**src/rtl/fetch_control_pkg.sv**
```systemverilog
// Shared types and constants for the pipeline fetch/flush controller and its hazard compare.
package fetch_control_pkg;

  localparam int REG_W  = 5;
  localparam int ZR_IDX = 31;

  typedef logic [1:0] fsm_state_t;
  localparam fsm_state_t ST_RUN    = 2'd0;
  localparam fsm_state_t ST_DRAIN  = 2'd1;
  localparam fsm_state_t ST_HALTED = 2'd2;

  // Control word carried through ID/EX and EX/MEM; a bubble or flush loads CTRL_NOP.
  typedef struct packed {
    logic       reg_write;
    logic       mem_read;
    logic       mem_write;
    logic       mem_to_reg;
    logic       branch;
    logic       alu_src;
    logic [1:0] alu_op;
  } ctrl_t;

  localparam ctrl_t CTRL_NOP = '0;

endpackage

```
**src/rtl/fetch_control_load_use_detect.sv**
```systemverilog
// Load-use hazard compare: a load in EX feeding a source of the instruction in ID.
// Purely combinational, zero latency; the zero register never creates a hazard.
module load_use_detect
  import fetch_control_pkg::*;
(
  input  logic             ex_mem_read,
  input  logic [REG_W-1:0] ex_rd,
  input  logic [REG_W-1:0] id_rn,
  input  logic [REG_W-1:0] id_rm,
  input  logic             id_uses_rm,
  output logic             hazard
);

  logic rd_is_zr;
  logic rn_match;
  logic rm_match;

  always_comb begin
    rd_is_zr = (ex_rd == REG_W'(ZR_IDX));
    rn_match = (ex_rd == id_rn);
    rm_match = id_uses_rm && (ex_rd == id_rm);
    hazard   = ex_mem_read && !rd_is_zr && (rn_match || rm_match);
  end

endmodule

```
**src/rtl/fetch_control.sv**
```systemverilog
// Pipeline control: PC/IF-ID/ID-EX/EX-MEM enables and flushes for stall, redirect, load-use and HLT drain.
// Outputs combinational from state+inputs; FETCH_CTRL_PERF_EN adds stall/redirect counters.
module fetch_control
  import fetch_control_pkg::*;
#(
  parameter int DRAIN_CYC = 3
) (
  input  logic             clock,
  input  logic             reset,
  input  logic [REG_W-1:0] id_rn,
  input  logic [REG_W-1:0] id_rm,
  input  logic             id_uses_rm,
  input  logic             id_hlt,
  input  logic             ex_mem_read,
  input  logic [REG_W-1:0] ex_rd,
  input  logic             mem_branch_taken,
  input  logic             dmem_stall,
  output logic             pc_write,
  output logic             pc_sel_branch,
  output logic             ifid_write,
  output logic             ifid_flush,
  output logic             idex_write,
  output logic             idex_bubble,
  output logic             exmem_flush,
  output logic             halted
`ifdef FETCH_CTRL_PERF_EN
  ,
  output logic [31:0]      stall_cycles,
  output logic [31:0]      redirect_count
`endif
);

  localparam int CNT_W = $clog2(DRAIN_CYC + 1);

  fsm_state_t       state_q, state_d;
  logic [CNT_W-1:0] drain_cnt_q, drain_cnt_d;
  logic             load_use;

  load_use_detect u_load_use_detect (
    .ex_mem_read (ex_mem_read),
    .ex_rd       (ex_rd),
    .id_rn       (id_rn),
    .id_rm       (id_rm),
    .id_uses_rm  (id_uses_rm),
    .hazard      (load_use)
  );

  always_comb begin
    pc_write      = 1'b1;
    pc_sel_branch = 1'b0;
    ifid_write    = 1'b1;
    ifid_flush    = 1'b0;
    idex_write    = 1'b1;
    idex_bubble   = 1'b0;
    exmem_flush   = 1'b0;
    halted        = 1'b0;
    state_d       = state_q;
    drain_cnt_d   = drain_cnt_q;

    if (reset) begin
      pc_write    = 1'b0;
      ifid_write  = 1'b0;
      idex_write  = 1'b0;
      ifid_flush  = 1'b1;
      idex_bubble = 1'b1;
      exmem_flush = 1'b1;
    end else if (state_q == ST_HALTED) begin
      pc_write   = 1'b0;
      ifid_write = 1'b0;
      idex_write = 1'b0;
      halted     = 1'b1;
    end else if (dmem_stall) begin
      // Whole pipe frozen; MEM will re-present any branch next cycle.
      pc_write   = 1'b0;
      ifid_write = 1'b0;
      idex_write = 1'b0;
    end else if (mem_branch_taken) begin
      pc_sel_branch = 1'b1;
      ifid_flush    = 1'b1;
      idex_bubble   = 1'b1;
      exmem_flush   = 1'b1;
      state_d       = ST_RUN;
      drain_cnt_d   = '0;
    end else if (state_q == ST_DRAIN) begin
      pc_write    = 1'b0;
      ifid_write  = 1'b0;
      ifid_flush  = 1'b1;
      drain_cnt_d = drain_cnt_q - CNT_W'(1);
      if (drain_cnt_q == CNT_W'(1)) begin
        state_d = ST_HALTED;
      end
    end else if (load_use) begin
      pc_write    = 1'b0;
      ifid_write  = 1'b0;
      idex_bubble = 1'b1;
    end else if (id_hlt) begin
      // HLT itself flows on into ID/EX; its control word is already NOP-equivalent.
      pc_write    = 1'b0;
      ifid_write  = 1'b0;
      state_d     = ST_DRAIN;
      drain_cnt_d = CNT_W'(DRAIN_CYC);
    end
  end

  always_ff @(posedge clock) begin
    if (reset) begin
      state_q     <= ST_RUN;
      drain_cnt_q <= '0;
    end else begin
      state_q     <= state_d;
      drain_cnt_q <= drain_cnt_d;
    end
  end

`ifdef FETCH_CTRL_PERF_EN
  logic [31:0] stall_cycles_q, stall_cycles_d;
  logic [31:0] redirect_count_q, redirect_count_d;

  always_comb begin
    stall_cycles_d   = stall_cycles_q;
    redirect_count_d = redirect_count_q;
    if (!pc_write && (state_q != ST_HALTED) && (stall_cycles_q != '1)) begin
      stall_cycles_d = stall_cycles_q + 32'd1;
    end
    if (pc_sel_branch && (redirect_count_q != '1)) begin
      redirect_count_d = redirect_count_q + 32'd1;
    end
  end

  always_ff @(posedge clock) begin
    if (reset) begin
      stall_cycles_q   <= '0;
      redirect_count_q <= '0;
    end else begin
      stall_cycles_q   <= stall_cycles_d;
      redirect_count_q <= redirect_count_d;
    end
  end

  assign stall_cycles   = stall_cycles_q;
  assign redirect_count = redirect_count_q;
`endif

endmodule

```
**config.mk**
```make
export PLATFORM = sky130hd
export DESIGN_NAME = fetch_control
export DESIGN_NICKNAME = d
export VERILOG_FILES = /design/src/rtl/fetch_control_pkg.sv /design/src/rtl/fetch_control_load_use_detect.sv /design/src/rtl/fetch_control.sv
export SDC_FILE = /design/constraint.sdc
export NUM_CORES = 1
export LEC_CHECK = 0
export BUFFER_PORTS_ARGS = -buffer_cell sky130_fd_sc_hd__buf_2
export CORE_MARGIN = 1
export CORE_UTILIZATION = 43
export DETAILED_ROUTE_END_ITERATION = 16
export PLACE_DENSITY_LB_ADDON = 0.12
export SLEW_MARGIN = 20
export SYNTH_ARGS = -nofsm -noshare
export SYNTH_HDL_FRONTEND = slang
export SYNTH_SLANG_ARGS = --single-unit
```
**constraint.sdc**
```tcl
create_clock -name clock -period 2.63 [get_ports clock]
set_input_delay 0.526 -clock clock [delete_from_list [all_inputs] [get_ports clock]]
set_output_delay 0.526 -clock clock [all_outputs]
set_load 0.005 [all_outputs]
```
==> flow_summary.json <==
{
  "numPortBuffers": 29,
  "powerDensity_nw_per_um2": 325,
  "drt-total-wl_mm": 1.39,
  "gr-usage-all-layers_pct": 20.8,
  "fin_skew_ns": 0.00122,
  "r2r_setup_slack_ns": 0.97,
  "place.detailed.hpwl_mm": 1.12,
  "min_from": "drain_cnt_q[0]",
  "ys_top_cells_by_area": "dfxtp_1 14%, xor2_1 14%, nor2_1 6.6%, o21ai_0 5.3%, a21oi_1 3.5%",
  "period_share_pct": 93.9,
  "total_power_mw": 0.241,
  "ir_drop_mv": 0.232,
  "arrival_ns": 1.94,
  "finalNetCount": 132,
  "min_period_ns": 2.47,
  "place_congestion": 0.871,
  "cp_max_fo": 4,
  "setup.worst_path.start": "ex_rd[4]",
  "crit_path_end_kind": "output port",
  "fmax_mhz": 405,
  "ys_warn_count": 0,
  "critical_path_class": "in -> out",
  "ys_types": 32,
  "htreeDepth": 1,
  "grt_max_degree": 13,
  "dieArea_um2": 1470,
  "die_h_um": 38.3,
  "start_kind": "input port",
  "row_count": 12,
  "antenna_found_initial": 0,
  "viasPerCell": 5.55,
  "ys_async_sr_fraction_pct": 0,
  "diodes": 0,
  "first_global_vias": 476,
  "clk_pin_slew_ns": 0.03,
  "netlist_area_um2": 568,
  "drt_first_pass_iters": 4,
  "synth_most_common_cell": "nor2_1",
  "cts_resized": 0,
  "drive_gt1_share_pct": 37.4,
  "ctsHoldBuffers": 0,
  "hold_viol": 0,
  "tns_ns": 0,
  "cts.sinks": 4,
  "min-delay-path-class": "reg -> reg",
  "cts_buffers": 3,
  "synth_cells": 78,
  "die_w_um": 38.3,
  "slew_headroom_pct": 64.5,
  "rr_worst_depth": 5,
  "max-cap-violations": 0,
  "ys.flop_type": "dfxtp_1",
  "p_leak_nw": 0.333,
  "ant_nets": 0,
  "drv_slew": 0,
  "clock_latency_ns": 0.23,
  "rsz0062_at_grt": "no",
  "ys_seq_area_share_pct": 14.1,
  "synth_top_cell_by_area": "dfxtp_1",
  "whs_path_depth": 2,
  "initial_utilization_pct": 48.5,
  "drt_iter0_drc": 15,
  "clock_path_buffers": 2,
  "cts_setup_buffers": 0,
  "drt-wirelength-per-cell_um": 11.5,
  "syn-num-nets": 101,
  "synth_edf_count": 0,
  "cts_tree": "done",
  "core_area_um2": 1170,
  "required_ns": 2.10,
  "r2r_start": "state_q[1]",
  "status": "completed",
  "drc": 0,
  "areaGrowthSynthToFinish_pct": 30.6,
  "boundaryPins": 30,
  "cts_root_buffer": "clkbuf_4",
  "ys_ff_latch": 4,
  "tightest_slew_ns": 0.527,
  "worstReg2RegEnd": "drain_cnt_q[1]",
  "dr_total_vias": 671,
  "setup_viol": 0,
  "synth_area_per_cell_um2": 7.28,
  "yosysTopAreaCellShare_pct": 14.1,
  "whs_endpoint": "drain_cnt_q[0]",
  "synthTopCellsByCount": "10 x nor2_1, 9 x xor2_1, 6 x o21ai_0",
  "grt_pass1_wl_mm": 2.06,
  "grt_remaining_overflow": 0
}
[area by class of cell]
| class | instances | area (um^2) |
|---|---|---|
| fillers | 123 | 429 |
| multi-input cells | 67 | 458 |
| repair buffers | 30 | 153 |
| well taps | 14 | 17.5 |
| flip-flops and latches | 4 | 80.1 |
| clock buffers | 3 | 22.5 |
| inverters | 3 | 11.3 |
[power breakdown]
group	total, mW	leakage [nW]	switching [mW]	internal, mW
clock network	0.0715	0.0138	0.0208	0.0507
registers	0.0709	0.0328	0.00554	0.0654
logic	0.0983	0.287	0.0515	0.0468
total	0.241	0.333	0.0779	0.163
[stage by stage]
| step | utilization [%] | setup slack [ns] | cell area [um^2] | hold WS [ns] | std cells |
|---|---|---|---|---|---|
| 6_report | 63.4 | 0.162 | 742 | 0.550 | 121 |
| 5_1_grt | 63.4 | 0.0905 | 742 | 0.613 | 121 |
| 4_1_cts | 63.4 | 0.142 | 742 | 0.551 | 121 |
| 3_5_place_dp | 61.4 | 0.151 | 719 | 0.546 | 118 |
| 3_3_place_gp | 61.4 | 0.169 | 719 | 0.548 | 118 |
| 2_1_floorplan | - | 0.394 | 568 | 0.503 | 78 |
[critical path, cell delays in order]
cell and delay [ns]:
buf_2 0.12, xor2_1 0.16, nor4_2 0.30, a32oi_2 0.15
or2_4 0.27, o41ai_2 0.26, buf_2 0.15
[flip-flops by register name, summed over array words and instances, names as in the netlist]
name and count:
state_q 2, drain_cnt_q 2
[placed cells by master (no fill, tap or decap), drive strengths merged, types with 4 or more instances in the layout]
cell   synthesis  final
a21oi          4      4
buf            1     30
dfxtp          4      4
nand2          4      4
nor2          10     10
nor3           4      4
o21ai          6      6
xor2           9      9
[cell families after synthesis]
logic type | Yosys count | synth area share, %
buffers and inverters | 7 | 5.29
flip-flops | 4 | 14.1
XOR/XNOR | 10 | 15.4
adder cells (fa/ha/maj) | 1 | 2.20
AO/OA/AOI/OAI | 22 | 30.8
AND/OR/NAND/NOR | 34 | 32.2
[metal layers]
metal | global-route usage [%] | part of all wire, %
met5 | 0 | 0
met1 | 27.4 | 46
met2 | 30.5 | 44
met3 | 4.07 | 9.0
met4 | 12.9 | 0.57
[worst max-delay path by stage]
| stage | endpoint | slack [ns] |
|---|---|---|
| global placement | idex_bubble | 0.17 |
| CTS | idex_bubble | 0.14 |
| finish | idex_bubble | 0.16 |
| global route | idex_bubble | 0.09 |
| floorplan | pc_write | 0.39 |
| detailed placement | idex_bubble | 0.15 |
(Power assumes the default switching activity.)
